===== config.mk =====
export PLATFORM = sky130hd
export DESIGN_NAME = module_spi_sequencer
export DESIGN_NICKNAME = d
export VERILOG_FILES = /design/src/rtl/module_spi_sequencer.sv
export SDC_FILE = /design/constraint.sdc
export NUM_CORES = 1
export LEC_CHECK = 0
export BUFFER_PORTS_ARGS = -buffer_cell sky130_fd_sc_hd__buf_2
export CORE_MARGIN = 3
export CORE_UTILIZATION = 56
export CTS_BUF_LIST = sky130_fd_sc_hd__clkbuf_8
export CTS_CLUSTER_SIZE = 20
export DETAILED_ROUTE_END_ITERATION = 10
export GPL_ROUTABILITY_DRIVEN = 0
export PLACE_DENSITY = 0.94
export SYNTH_ARGS = -nofsm -noshare
export SYNTH_HDL_FRONTEND = slang
export SYNTH_SLANG_ARGS = --single-unit

===== constraint.sdc =====
create_clock -name clk_i -period 4.2 [get_ports clk_i]
set_input_delay 0.21 -clock clk_i [delete_from_list [all_inputs] [get_ports clk_i]]
set_output_delay 0.21 -clock clk_i [all_outputs]
set_load 0.03 [all_outputs]

===== src/rtl/module_spi_sequencer.sv =====
// module_spi_sequencer
//
// Host-side command sequencer for the SPI interface register port. One start
// request writes up to N transmit bytes into the SPI data register bank,
// writes the control word that launches the transfer, polls the control
// register until the hardware clears the send bit, reads the received bytes
// back and finally writes a zero control word to release chip select.
//
// Ports
//   clk_i      in   system clock
//   rst_ni     in   asynchronous active-low reset
//   start_i    in   one-cycle request, sampled only in IDLE
//   n_bytes_i  in   byte count (1..N), sampled with start_i
//   tx_data_i  in   transmit bytes, byte k at [8k+7:8k], sampled with start_i
//   salida_i   in   read data from the SPI interface
//   wr_o       out  register write enable to the SPI interface
//   reg_sel_o  out  0 = control register, 1 = data register
//   addr_o     out  data register address
//   data_o     out  write data to the SPI interface
//   rx_data_o  out  received bytes, same packing as tx_data_i
//   busy_o     out  transaction in progress
//   done_o     out  one-cycle completion pulse
//   error_o    out  bad byte count or poll timeout, valid with done_o
module module_spi_sequencer #(
    parameter int N       = 8,
    parameter int WR_HOLD = 10,
    parameter int RD_WAIT = 12,
    parameter int TIMEOUT = 65535
) (
    input  logic                 clk_i,
    input  logic                 rst_ni,
    input  logic                 start_i,
    input  logic [$clog2(N):0]   n_bytes_i,
    input  logic [8*N-1:0]       tx_data_i,
    input  logic [31:0]          salida_i,
    output logic                 wr_o,
    output logic                 reg_sel_o,
    output logic [$clog2(N)-1:0] addr_o,
    output logic [31:0]          data_o,
    output logic [8*N-1:0]       rx_data_o,
    output logic                 busy_o,
    output logic                 done_o,
    output logic                 error_o
);

    localparam int AW = $clog2(N);
    localparam int CW = AW + 1;

    typedef enum logic [2:0] {
        S_IDLE,
        S_WR_DATA,
        S_WR_CTRL,
        S_POLL,
        S_RD_DATA,
        S_RELEASE,
        S_DONE
    } state_t;

    state_t          state_reg;
    logic [CW-1:0]   n_reg;
    logic [CW-1:0]   k_reg;
    logic [8*N-1:0]  tx_reg;
    logic [15:0]     cnt_reg;
    logic [16:0]     poll_cnt_reg;

    logic [CW-1:0]   k_next;
    logic            k_last;
    logic [8:0]      n_minus1;
    logic [31:0]     ctrl_word;
    logic            start_valid;
    logic            hold_end;
    logic            rd_sample;
    logic            capture_en;
    logic            unused_salida;

    assign k_next      = k_reg + CW'(1);
    assign k_last      = (k_next == n_reg);
    assign n_minus1    = 9'(n_reg) - 9'd1;
    assign ctrl_word   = {19'b0, n_minus1, 4'b0011};
    assign start_valid = (n_bytes_i != '0) && (n_bytes_i <= CW'(N));
    // Last high cycle of a WR_HOLD-long write strobe.
    assign hold_end    = (cnt_reg == 16'(WR_HOLD - 1));
    // Address/select have settled long enough for salida_i to be trusted.
    assign rd_sample   = (cnt_reg == 16'(RD_WAIT));
    assign capture_en  = (state_reg == S_RD_DATA) && rd_sample;

    assign unused_salida = ^salida_i[31:8];

    // Receive byte registers; each byte only updates when its own index is
    // being read, so bytes beyond the current count keep earlier values.
    generate
        for (genvar gi = 0; gi < N; gi++) begin : g_rx_byte
            logic [7:0] byte_reg;
            always_ff @(posedge clk_i or negedge rst_ni) begin
                if (!rst_ni) begin
                    byte_reg <= 8'h00;
                end else if (capture_en && (k_reg == CW'(gi))) begin
                    byte_reg <= salida_i[7:0];
                end
            end
            assign rx_data_o[8*gi +: 8] = byte_reg;
        end
    endgenerate

    always_ff @(posedge clk_i or negedge rst_ni) begin
        if (!rst_ni) begin
            state_reg    <= S_IDLE;
            n_reg        <= '0;
            k_reg        <= '0;
            tx_reg       <= '0;
            cnt_reg      <= '0;
            poll_cnt_reg <= '0;
            wr_o         <= 1'b0;
            reg_sel_o    <= 1'b0;
            addr_o       <= '0;
            data_o       <= '0;
            busy_o       <= 1'b0;
            done_o       <= 1'b0;
            error_o      <= 1'b0;
        end else begin
            done_o <= 1'b0;
            case (state_reg)
                S_IDLE: begin
                    if (start_i) begin
                        busy_o <= 1'b1;
                        if (start_valid) begin
                            n_reg     <= n_bytes_i;
                            tx_reg    <= tx_data_i;
                            error_o   <= 1'b0;
                            k_reg     <= '0;
                            cnt_reg   <= '0;
                            // First data write starts on the accept edge.
                            reg_sel_o <= 1'b1;
                            addr_o    <= '0;
                            data_o    <= {24'b0, tx_data_i[7:0]};
                            wr_o      <= 1'b1;
                            state_reg <= S_WR_DATA;
                        end else begin
                            error_o   <= 1'b1;
                            state_reg <= S_DONE;
                        end
                    end
                end

                S_WR_DATA: begin
                    if (wr_o) begin
                        if (hold_end) wr_o <= 1'b0;
                        else          cnt_reg <= cnt_reg + 16'd1;
                    end else begin
                        // Gap cycle: set up and launch the next write.
                        cnt_reg <= '0;
                        wr_o    <= 1'b1;
                        k_reg   <= k_next;
                        if (k_last) begin
                            reg_sel_o <= 1'b0;
                            data_o    <= ctrl_word;
                            state_reg <= S_WR_CTRL;
                        end else begin
                            addr_o <= k_next[AW-1:0];
                            data_o <= {24'b0, tx_reg[{k_next[AW-1:0], 3'b000} +: 8]};
                        end
                    end
                end

                S_WR_CTRL: begin
                    if (wr_o) begin
                        if (hold_end) wr_o <= 1'b0;
                        else          cnt_reg <= cnt_reg + 16'd1;
                    end else begin
                        cnt_reg      <= '0;
                        poll_cnt_reg <= '0;
                        state_reg    <= S_POLL;
                    end
                end

                S_POLL: begin
                    if (poll_cnt_reg != '1) poll_cnt_reg <= poll_cnt_reg + 17'd1;
                    if (!rd_sample) cnt_reg <= cnt_reg + 16'd1;
                    if (rd_sample && !salida_i[0]) begin
                        k_reg     <= '0;
                        cnt_reg   <= '0;
                        reg_sel_o <= 1'b1;
                        addr_o    <= '0;
                        state_reg <= S_RD_DATA;
                    end else if (poll_cnt_reg >= 17'(TIMEOUT - 1)) begin
                        // Send bit never cleared: give up and release CS.
                        error_o   <= 1'b1;
                        cnt_reg   <= '0;
                        reg_sel_o <= 1'b0;
                        data_o    <= '0;
                        wr_o      <= 1'b1;
                        state_reg <= S_RELEASE;
                    end
                end

                S_RD_DATA: begin
                    if (!rd_sample) begin
                        cnt_reg <= cnt_reg + 16'd1;
                    end else begin
                        cnt_reg <= '0;
                        k_reg   <= k_next;
                        if (k_last) begin
                            reg_sel_o <= 1'b0;
                            data_o    <= '0;
                            wr_o      <= 1'b1;
                            state_reg <= S_RELEASE;
                        end else begin
                            addr_o <= k_next[AW-1:0];
                        end
                    end
                end

                S_RELEASE: begin
                    if (wr_o) begin
                        if (hold_end) wr_o <= 1'b0;
                        else          cnt_reg <= cnt_reg + 16'd1;
                    end else begin
                        state_reg <= S_DONE;
                    end
                end

                S_DONE: begin
                    done_o    <= 1'b1;
                    busy_o    <= 1'b0;
                    state_reg <= S_IDLE;
                end

                default: state_reg <= S_IDLE;
            endcase
        end
    end

endmodule


==> insert_results.sql <==
INSERT INTO impl_metrics (metric_group, metric, value, unit) VALUES
('worst_setup_path', 'worst-endpoint-required', '4.59', 'ns'),
('logic_synthesis', 'main_flop_type_after_synthesis', 'dfrtp_1', ''),
('min_path', 'capture_endpoint_of_the_worst_hold_path', 'tx_reg[6]', ''),
('pwr', 'leakagePower', '0.005125', 'µW'),
('routing', 'drtAntennaViolNets', '0', ''),
('min_path', 'min_path_type', 'primary input to flop', ''),
('pwr', 'ir_worst_vdd', '485.2', 'µV'),
('sta', 'timing.slew.headroom', '29.67', '%'),
('routing', 'dr.first_iter.drc_count', '842', ''),
('worst_setup_path', 'timing.critical_path.fanout_max', '13', ''),
('logic_synthesis', 'synth_enable_flop_cells', '0', ''),
('worst_setup_path', 'slowest_delay', '0.78', 'ns'),
('cts', 'cts_htree_levels', '4', ''),
('min_path', 'worst_hold_path.num_cells', '3', ''),
('logic_synthesis', 'netlist_area', '0.009155', 'mm²'),
('logic_synthesis', 'seq_area_frac_synth', '51.66', '%'),
('cts', 'clk_path_buf_depth', '2', ''),
('logic_synthesis', 'synth_warnings', '0', ''),
('die', 'core_area', '0.01594', 'mm²'),
('routing', 'detailedRoute.firstPassIterationCount', '5', ''),
('logic_synthesis', 'post_synth_inst_count', '748', ''),
('pwr', 'combinationalPowerShare', '40.9', '%'),
('worst_setup_path', 'worst_path_most_repeated_cell', 'or4_1', ''),
('worst_setup_path', 'rr_endpoint', 'data_o[0]', ''),
('cts', 'post-cts-setup-buffer-count', '0', ''),
('cts', 'cts.sink_count', '189', ''),
('worst_setup_path', 'crit_chain', 'or4_1 > or4_1 > nor2_4 > nor2_1 > o221ai_2 > mux2_2', ''),
('place', 'placement.io_buffers', '163', ''),
('die', 'core.rowCount', '46', ''),
('global_routing', 'grt_use_total', '31.91', '%'),
('global_routing', 'grt_first_pass_wirelength', '43820', 'µm'),
('finish', 'syn2layout_area_growth', '21.85', '%'),
('worst_setup_path', 'cp-end-kind', 'flop', ''),
('place', 'dpl.hpwl', '15810', 'µm'),
('sta', 'timing_worst_slew_pin_value', '1.051', 'ns'),
('finish', 'nets', '1085', ''),
('worst_setup_path', 'critPathArrivalTime', '3.76', 'ns'),
('pwr', 'seqPwrFrac', '40.8', '%'),
('cts', 'clk_root_buffer_cell', 'clkbuf_8', ''),
('worst_setup_path', 'critical_path.slowest_cell', 'or4_1', ''),
('die', 'fp.dieH', '133.9', 'µm'),
('cts', 'cts_bufs_inserted', '17', ''),
('cts', 'clock_latency', '0.51', 'ns'),
('worst_setup_path', 'reg2regPathDepth', '6', ''),
('logic_synthesis', 'ys_top_cells_by_area', 'dfrtp_1, mux2_2, mux4_2', ''),
('sta', 'final_period_minus_worst_setup_slack', '3.372', 'ns'),
('worst_setup_path', 'cp.buffers_inverters', '0', ''),
('sta', 'grt_setup_unrepaired', 'false', ''),
('pwr', 'swShare', '41.56', '%'),
('status', 'status', 'completed', ''),
('worst_setup_path', 'timing.reg2reg.setup_slack', '0.83', 'ns'),
('sta', 'slew_viol_final', '0', ''),
('die', 'die_x', '133.9', 'µm'),
('routing', 'detailroute.via_count', '7509', ''),
('global_routing', 'initial_antenna_violation_count', '1', ''),
('routing', 'detail_route.wirelength', '27880', 'µm'),
('global_routing', 'grt-ovfl-total', '0', ''),
('worst_setup_path', 'startpoint_type', 'flop', ''),
('pwr', 'power_density', '614.8', 'mW/mm²'),
('global_routing', 'grt_start_max_net_pins', '115', ''),
('logic_synthesis', 'synth_most_common_cell', 'dfrtp_1', ''),
('logic_synthesis', 'synth_largest_type_area_fraction', '51.66', '%'),
('cts', 'cts_tree', 'done', ''),
('logic_synthesis', 'syn-mean-instance-area', '12.24', 'µm²'),
('die', 'die_ar', '0.01792', 'mm²'),
('pwr', 'clock_power_share', '18.3', '%'),
('min_path', 'worst_hold_launch', 'tx_data_i[6]', ''),
('pwr', 'internal_power_of_the_cells', '4008', 'µW'),
('flow_run', 'drv_cap', '0', ''),
('sta', 'fin_skew', '0.02145', 'ns'),
('worst_setup_path', 'timing.rr.start', 'cnt_reg[8]', '');
==> worst max-delay path by stage <==
stage	from	end	slack [ns]	depth (start not counted)
floorplan	k_reg[0]	data_o[11]	0.81	12
CTS	cnt_reg[8]	data_o[0]	0.85	6
global placement	cnt_reg[8]	data_o[7]	1.01	6
global route	cnt_reg[8]	data_o[0]	0.70	6
finish	cnt_reg[8]	data_o[0]	0.83	6
detailed placement	cnt_reg[8]	data_o[0]	0.89	6
==> placed cells by master (no fill, tap or decap), types with 5 or more instances in the layout <==
master	instances
dfrtp_1	189
buf_2	162
mux2_2	132
dlygate4sd3_1	65
nand2_1	57
o21ai_0	36
nor2_1	35
conb_1	19
clkbuf_8	19
nand3_1	17
mux4_2	16
inv_1	14
o31ai_1	12
and3_1	11
xor2_1	11
a21oi_1	11
ha_1	11
buf_4	10
a22o_1	9
nand2_2	8
a31oi_1	8
xnor2_1	8
nor3_1	7
or4_1	6
mux2_1	6
or3_1	6
and2_1	5
nor2b_1	5
==> layout make-up <==
cell class	instances	area, µm²	area share (%)
Antenna cell	1	2.502	0.02243
Clock buffer	18	247.7	2.221
Clock inverter	14	147.6	1.323
Inverter	15	56.30	0.5047
Multi-Input combinational cell	510	4151	37.21
Sequential cell	189	4730	42.40
Tap cell	216	270.3	2.423
Timing Repair Buffer	238	1550	13.90
==> power groups by stage <==
stage	Combinational (µW)	Sequential (µW)	Clock, µW
2_1_floorplan	1820	2720	0
3_3_place_gp	2420	2660	0
3_5_place_dp	2530	2710	0
4_1_cts	2610	2670	1220
5_1_grt	2970	2830	1320
6_report	2800	2800	1250
==> cells by family after synthesis <==
group,after synthesis,synth area share [%]
adders and majority gates,11,1.503
and+or+nand+nor,189,10.81
DFF,189,51.66
xor gates and xnor gates,20,2.064
other,1,0.04096
AOI/OAI and AO/OA,113,8.719
muxes,158,21.35
buffers and inverters,67,3.854
==> tightest hold or removal path, delay by kind of cell <==
kind,cells,cell delay (ns)
AO/OA/AOI/OAI,1,0.08
buffers and inverters,1,0.11
AND/OR/NAND/NOR,1,0.06
==> timing repair <==
action,CTS,global route
endpoints found under the hold margin,175,0
hold buffers,65,0
resized for setup,0,0
==> through the flow <==
step                      hold slack [ns]  total power (µW)  instance area, µm²  cells  setup slack (ns)
final                            0.003359              6859               11160   1201            0.8277
after CTS                       0.0004033              6501               11150   1200            0.8538
after global placement             0.3890              5077               10110   1103             1.013
after global routing              0.02094              7120               11160   1201            0.6993
after floorplan                  -0.08559              4537                9223    766            0.8067
after detailed placement           0.3932              5237               10110   1103            0.8915
==> per-layer routing <==
layer | vias to the layer above | global-route usage, % | share of wire [%]
met4 | 0 | 18.57 | 7.2
li1 | 3128 | - | -
met3 | 155 | 6.527 | 7.0
met2 | 472 | 54.77 | 51
met1 | 3754 | 37.28 | 35
met5 | - | 0 | 0
(Power assumes the default switching activity.)
